===== config.mk =====
export PLATFORM = sky130hd
export DESIGN_NAME = fetch_queue_flat
export DESIGN_NICKNAME = d
export VERILOG_FILES = /design/src/rtl/fetch_queue_if.sv /design/src/rtl/fetch_queue.sv /design/src/flat_wrapper.sv
export SDC_FILE = /design/constraint.sdc
export NUM_CORES = 1
export LEC_CHECK = 0
export CORE_ASPECT_RATIO = 0.9
export CORE_MARGIN = 5
export CORE_UTILIZATION = 55
export CTS_CLUSTER_SIZE = 25
export DETAILED_ROUTE_END_ITERATION = 10
export PLACE_DENSITY = 0.8
export SYNTH_ARGS = -nofsm -noshare
export SYNTH_HDL_FRONTEND = slang
export SYNTH_SLANG_ARGS = --single-unit

===== constraint.sdc =====
create_clock -name CLK -period 4.45 [get_ports CLK]
set_input_delay 0.445 -clock CLK [delete_from_list [all_inputs] [get_ports CLK]]
set_output_delay 0.445 -clock CLK [all_outputs]
set_load 0.005 [all_outputs]

===== src/rtl/fetch_queue_if.sv =====
// Fetch front-end bundle: instruction-port request/response toward the memory
// wrapper plus the valid/ready head handshake toward decode.
interface fetch_queue_if;
  logic        MEM_RDEN1;
  logic [13:0] MEM_ADDR1;
  logic [31:0] MEM_DOUT1;
  logic        memValid1;
  logic        INSTR_VALID;
  logic [31:0] INSTR;
  logic [31:0] INSTR_PC;
  logic        INSTR_READY;

  modport master (
    output MEM_RDEN1, MEM_ADDR1, INSTR_VALID, INSTR, INSTR_PC,
    input  MEM_DOUT1, memValid1, INSTR_READY
  );
  modport slave (
    input  MEM_RDEN1, MEM_ADDR1, INSTR_VALID, INSTR, INSTR_PC,
    output MEM_DOUT1, memValid1, INSTR_READY
  );
endinterface


===== src/rtl/fetch_queue.sv =====
// Instruction fetch front end: sequential word fetch with held requests,
// PC-tagged FIFO toward decode, redirect draining and out-of-range fault.
module fetch_queue #(
  parameter int unsigned DEPTH      = 4,
  parameter logic [31:0] RESET_PC   = 32'h0000_0000,
  parameter logic [31:0] IMEM_LIMIT = 32'h0000_6000
) (
  input  logic          CLK,
  input  logic          RST_N,
  input  logic          REDIRECT,
  input  logic [31:0]   REDIRECT_PC,
  output logic          FETCH_FAULT,
  fetch_queue_if.master bus
);
  localparam int AW = $clog2(DEPTH);
  localparam logic [AW:0] FULL = (AW+1)'(DEPTH);

  typedef enum logic [1:0] {FETCH, DRAIN, FAULT} state_e;
  typedef struct packed {
    logic [31:0] instr;
    logic [13:0] waddr;
  } entry_t;

  state_e        state_q, state_d;
  logic [31:0]   pc_q, pc_d, tgt_q, tgt_d;
  logic          rden_q, rden_d;
  logic [AW:0]   cnt_q, cnt_d;
  logic [AW-1:0] rptr_q, rptr_d, wptr_q, wptr_d;
  entry_t        fifo_q [DEPTH];
  logic          fire, hold, push, pop;
  logic [31:0]   redir_pc;

  assign redir_pc = REDIRECT_PC & ~32'h3;
  assign fire     = rden_q & bus.memValid1;
  assign hold     = rden_q & ~bus.memValid1;
  assign pop      = (cnt_q != '0) & bus.INSTR_READY;
  assign push     = fire & (state_q == FETCH) & ~REDIRECT;

  always_comb begin
    state_d = state_q;
    pc_d    = pc_q;
    tgt_d   = tgt_q;
    rden_d  = 1'b0;
    cnt_d   = cnt_q;
    rptr_d  = rptr_q;
    wptr_d  = wptr_q;
    if (REDIRECT) begin
      cnt_d  = '0;
      rptr_d = '0;
      wptr_d = '0;
      // An in-flight fill cannot be aborted: park the target until it lands.
      if (hold) begin
        state_d = DRAIN;
        tgt_d   = redir_pc;
        rden_d  = 1'b1;
      end else begin
        state_d = FETCH;
        pc_d    = redir_pc;
      end
    end else begin
      if (pop) rptr_d = rptr_q + AW'(1);
      if (push) begin
        wptr_d = wptr_q + AW'(1);
        pc_d   = pc_q + 32'd4;
      end
      cnt_d = cnt_q + (AW+1)'(push) - (AW+1)'(pop);
      case (state_q)
        FETCH: rden_d = hold;
        DRAIN: begin
          rden_d = hold;
          if (fire) begin
            state_d = FETCH;
            pc_d    = tgt_q;
          end
        end
        default: rden_d = 1'b0;
      endcase
    end
    // Issue decision uses next-cycle occupancy so a push can never hit a full FIFO.
    if (state_d == FETCH && !rden_d) begin
      rden_d = (cnt_d < FULL) && (pc_d < IMEM_LIMIT);
      if (pc_d >= IMEM_LIMIT) state_d = FAULT;
    end
  end

  always_ff @(posedge CLK or negedge RST_N) begin
    if (!RST_N) begin
      state_q <= FETCH;
      pc_q    <= RESET_PC;
      tgt_q   <= RESET_PC;
      rden_q  <= 1'b0;
      cnt_q   <= '0;
      rptr_q  <= '0;
      wptr_q  <= '0;
    end else begin
      state_q <= state_d;
      pc_q    <= pc_d;
      tgt_q   <= tgt_d;
      rden_q  <= rden_d;
      cnt_q   <= cnt_d;
      rptr_q  <= rptr_d;
      wptr_q  <= wptr_d;
    end
  end

  always_ff @(posedge CLK) begin
    if (push) fifo_q[wptr_q] <= '{instr: bus.MEM_DOUT1, waddr: pc_q[15:2]};
  end

  assign bus.MEM_RDEN1   = rden_q;
  assign bus.MEM_ADDR1   = pc_q[15:2];
  assign bus.INSTR_VALID = (cnt_q != '0);
  assign bus.INSTR       = fifo_q[rptr_q].instr;
  assign bus.INSTR_PC    = {16'h0, fifo_q[rptr_q].waddr, 2'b00};
  assign FETCH_FAULT     = (state_q == FAULT) && (cnt_q == '0);
endmodule


===== src/flat_wrapper.sv =====
// flat-port wrapper written by rule: the top's interface ports become plain ports
module fetch_queue_flat 
#(
  parameter int unsigned DEPTH      = 4,
  parameter logic [31:0] RESET_PC   = 32'h0000_0000,
  parameter logic [31:0] IMEM_LIMIT = 32'h0000_6000
)
  (CLK, RST_N, REDIRECT, REDIRECT_PC, FETCH_FAULT, bus_MEM_RDEN1, bus_MEM_ADDR1, bus_INSTR_VALID, bus_INSTR, bus_INSTR_PC, bus_MEM_DOUT1, bus_memValid1, bus_INSTR_READY);
  fetch_queue_if bus_i ();
  input  logic CLK;
  input  logic RST_N;
  input  logic REDIRECT;
  input  logic [31:0] REDIRECT_PC;
  output logic FETCH_FAULT;
  output wire logic [$bits(bus_i.MEM_RDEN1)-1:0] bus_MEM_RDEN1;
  output wire logic [$bits(bus_i.MEM_ADDR1)-1:0] bus_MEM_ADDR1;
  output wire logic [$bits(bus_i.INSTR_VALID)-1:0] bus_INSTR_VALID;
  output wire logic [$bits(bus_i.INSTR)-1:0] bus_INSTR;
  output wire logic [$bits(bus_i.INSTR_PC)-1:0] bus_INSTR_PC;
  input wire logic [$bits(bus_i.MEM_DOUT1)-1:0] bus_MEM_DOUT1;
  input wire logic [$bits(bus_i.memValid1)-1:0] bus_memValid1;
  input wire logic [$bits(bus_i.INSTR_READY)-1:0] bus_INSTR_READY;
  assign bus_MEM_RDEN1 = bus_i.MEM_RDEN1;
  assign bus_MEM_ADDR1 = bus_i.MEM_ADDR1;
  assign bus_INSTR_VALID = bus_i.INSTR_VALID;
  assign bus_INSTR = bus_i.INSTR;
  assign bus_INSTR_PC = bus_i.INSTR_PC;
  assign bus_i.MEM_DOUT1 = bus_MEM_DOUT1;
  assign bus_i.memValid1 = bus_memValid1;
  assign bus_i.INSTR_READY = bus_INSTR_READY;
  fetch_queue #(.DEPTH(DEPTH), .RESET_PC(RESET_PC), .IMEM_LIMIT(IMEM_LIMIT)) u_core (.CLK(CLK), .RST_N(RST_N), .REDIRECT(REDIRECT), .REDIRECT_PC(REDIRECT_PC), .FETCH_FAULT(FETCH_FAULT), .bus(bus_i));
endmodule

==> impl_metrics.py <==
metrics = {
    "status": {
        "status": "completed",
    },
    "setup_path": {
        "required_ns": 4.86,
        "end_kind": "register",
        "path_class": "register to register",
        "rr_startpoint": "u_core.state_q[0]",
        "timing.critical_path.fanout_max": 13,
        "crit_path_start_kind": "register",
        "startpoint": "u_core.state_q[0]",
        "cp.arrival_ns": 4.00,
    },
    "grt": {
        "grt_use_total_pct": 19.5,
        "antenna_found_initial": 0,
        "grt_max_degree": 60,
        "grt_pass1_vias": 6533,
        "gr-total-overflow": 0,
        "grt_pass1_wl_um": 36000,
    },
    "floorplan": {
        "die_y_um": 145,
        "start_util_pct": 55.8,
        "ios": 150,
        "coreArea_sq_mm": 0.0199,
        "fp.dieArea_sq_mm": 0.0232,
        "std_cell_rows": 49,
        "die_w_um": 160,
    },
    "route": {
        "drt-initial-drc-count": 482,
        "wl_per_cell_um": 20.0,
        "wl_um": 22600,
        "vias": 6553,
        "remaining_drc_errors": 0,
        "ant_nets": 0,
        "vias_per_cell": 5.82,
        "first_pass_iters": 7,
    },
    "sta": {
        "setup_slack_ns": 0.870,
        "setup_viol": 0,
        "rsz0062_at_grt": "no",
        "fin_skew_ns": 0.00991,
        "maxClockFrequency_ghz": 0.279,
        "setup_tns_ns": 0,
        "min_period_ns": 3.58,
        "finalCritPeriodShare_pct": 80.5,
        "drv_slew": 0,
        "hold_viol": 0,
        "slew_headroom_pct": 34.9,
        "worst_slew_pin_slew_ns": 0.977,
    },
    "layout": {
        "fillers": 1362,
        "area_growth_pct": 19.5,
        "diodes": 0,
        "drive_above_1_share_pct": 17.0,
        "nets": 929,
        "design_area_sq_mm": 0.0133,
        "multiInputGateArea_sq_mm": 0.00344,
        "seqCellArea_sq_mm": 0.00728,
    },
    "cts": {
        "cts_sinks": 254,
        "ctsResizeCount": 0,
        "clkLatencyLatePin_ns": 0.53,
        "cts.htree.levels": 1,
        "cts_buffers": 25,
        "path_clk_slew_ns": 0.07,
        "post_cts_buffers": 0,
        "clock-root-buffer": "clkbuf_16",
        "cts_tree": "done",
        "clk_path_buf_depth": 3,
        "ctsHoldBuffers": 0,
    },
    "power": {
        "p_leak_nw": 4.79,
        "power_frac_seq_pct": 48.4,
        "swShare_pct": 23.6,
        "p_per_area_mw_per_mm2": 433,
        "ir_worst_vdd_mv": 0.281,
        "clock_power_share_pct": 34.7,
        "intPower_mw": 4.39,
        "p_total_mw": 5.75,
        "pwr-share-comb_pct": 16.9,
        "switchingPower_mw": 1.36,
    },
    "synth": {
        "synth_ff_type": "edfxtp_1",
        "yosysTopAreaCellShare_pct": 49.7,
        "ys.warnings.count": 0,
        "synth-seq-cells": 254,
        "synth-async-reset-ratio_pct": 27.6,
        "synthCells": 734,
        "seq_area_frac_synth_pct": 65.4,
        "synth.most_common_cell": "edfxtp_1",
        "ys_types": 64,
        "synth_edf_count": 184,
        "synth_common_cells": "184 x edfxtp_1, 78 x nand2_1, 70 x dfrtp_1",
        "syn_avg_cell_area_sq_um": 15.1,
        "synth_area_leaders": "edfxtp_1 50%, dfrtp_1 16%, mux4_2 9.3%",
        "synth_area_leader_cell": "edfxtp_1",
        "synthesis.area_sq_mm": 0.0111,
    },
    "placement": {
        "pre_cts_slack_ns": 0.638,
        "placed_cell_area_sq_mm": 0.0125,
        "portBuffers": 129,
        "dp.final_hpwl_um": 14800,
        "gp_congestion": 0.846,
    },
    "worst_hold_path": {
        "hp-class": "input pin to asynchronous set/reset pin",
    },
    "flow_run": {
        "maxCapViolations": 0,
    },
}
==> metrics by stage <==
stage	util, %	hold slack [ns]	cells
2_1_floorplan	-	0.149	751
3_3_place_gp	62.8	0.480	1080
3_5_place_dp	62.8	0.485	1080
4_1_cts	66.7	0.0289	1126
5_1_grt	66.7	0.0686	1126
6_report	66.7	0.0204	1126
==> registers in the layout, indices dropped and copies added, names as in the netlist <==
name                  flops
u_core.bus.MEM_RDEN1      1
u_core.rptr_q             2
u_core.wptr_q             2
u_core.state_q            2
u_core.cnt_q              3
u_core.fifo_q           184
u_core.tgt_q             30
u_core.pc_q              30
==> logic make-up (layout without fill, tap and decap cells) <==
logic type	count (synthesis)	in the layout	synth area share, %
flops	254	254	65.4
simple gates	202	202	9.54
mux	89	89	13.6
buf+inv	84	204	4.26
compound gates	75	75	4.50
xor+xnor	21	21	1.65
fa+ha+maj	8	8	0.968
other cells	1	18	0.0337
==> worst max-delay path, cell delays in order, from the launching register on <==
cell	delay (ns)
dfrtp_1	0.53
or3b_1	0.41
or4_1	0.75
o31a_1	0.33
nor3_2	0.13
o31ai_1	0.12
or4_1	0.51
or4_4	0.51
a21o_1	0.17
==> routing by layer <==
| metal | GRT usage (%) | wire [um] | vias up |
|---|---|---|---|
| met1 | 27.4 | 9700 | 3278 |
| met2 | 32.6 | 10900 | 239 |
| met3 | 3.43 | 1470 | 32 |
| met4 | 4.48 | 436 | 0 |
| li1 | - | - | 3004 |
| met5 | 0 | 0 | - |
==> cell usage in the layout, fill, tap and decap left out, drive strengths merged, types with 18 or more instances in the layout <==
cell           instances
edfxtp               184
clkdlybuf4s50        127
nand2                 78
dfrtp                 70
mux4                  46
mux2                  36
nor2                  31
clkbuf                28
o21ai                 19
conb                  18
==> cell type report <==
type | count | share of cell area [%]
clock inverter | 18 | 1.06
multi-input combinational | 413 | 25.9
clock buffer | 28 | 4.79
tap | 255 | 2.40
timing repair buffer | 143 | 10.6
inverter | 15 | 0.424
sequential | 254 | 54.8
==> power groups by stage <==
| stage | Clock (mW) | Combinational, mW | Sequential (mW) |
|---|---|---|---|
| 6_report | 2.00 | 0.971 | 2.78 |
| 5_1_grt | 2.16 | 1.04 | 2.81 |
| 4_1_cts | 2.05 | 0.984 | 2.79 |
| 3_5_place_dp | 0 | 0.981 | 2.84 |
| 3_3_place_gp | 0 | 0.960 | 2.84 |
| 2_1_floorplan | 0 | 0.630 | 2.68 |
==> worst paths after layout <==
check | cells past startpoint | end | slack [ns]
worst max-delay path | 8 | u_core.state_q[1] | 0.87
worst min-delay path | 1 | u_core.tgt_q[24] | 0.02
worst max register to register | 8 | u_core.state_q[1] | 0.87
worst min register to register | 1 | u_core.tgt_q[25] | 0.51
max in group asynchronous | 2 | u_core.rptr_q[0] | 3.40
min in group CLK | 2 | u_core.rptr_q[1] | 0.31
Note: power is estimated with default switching activity, not from simulation.
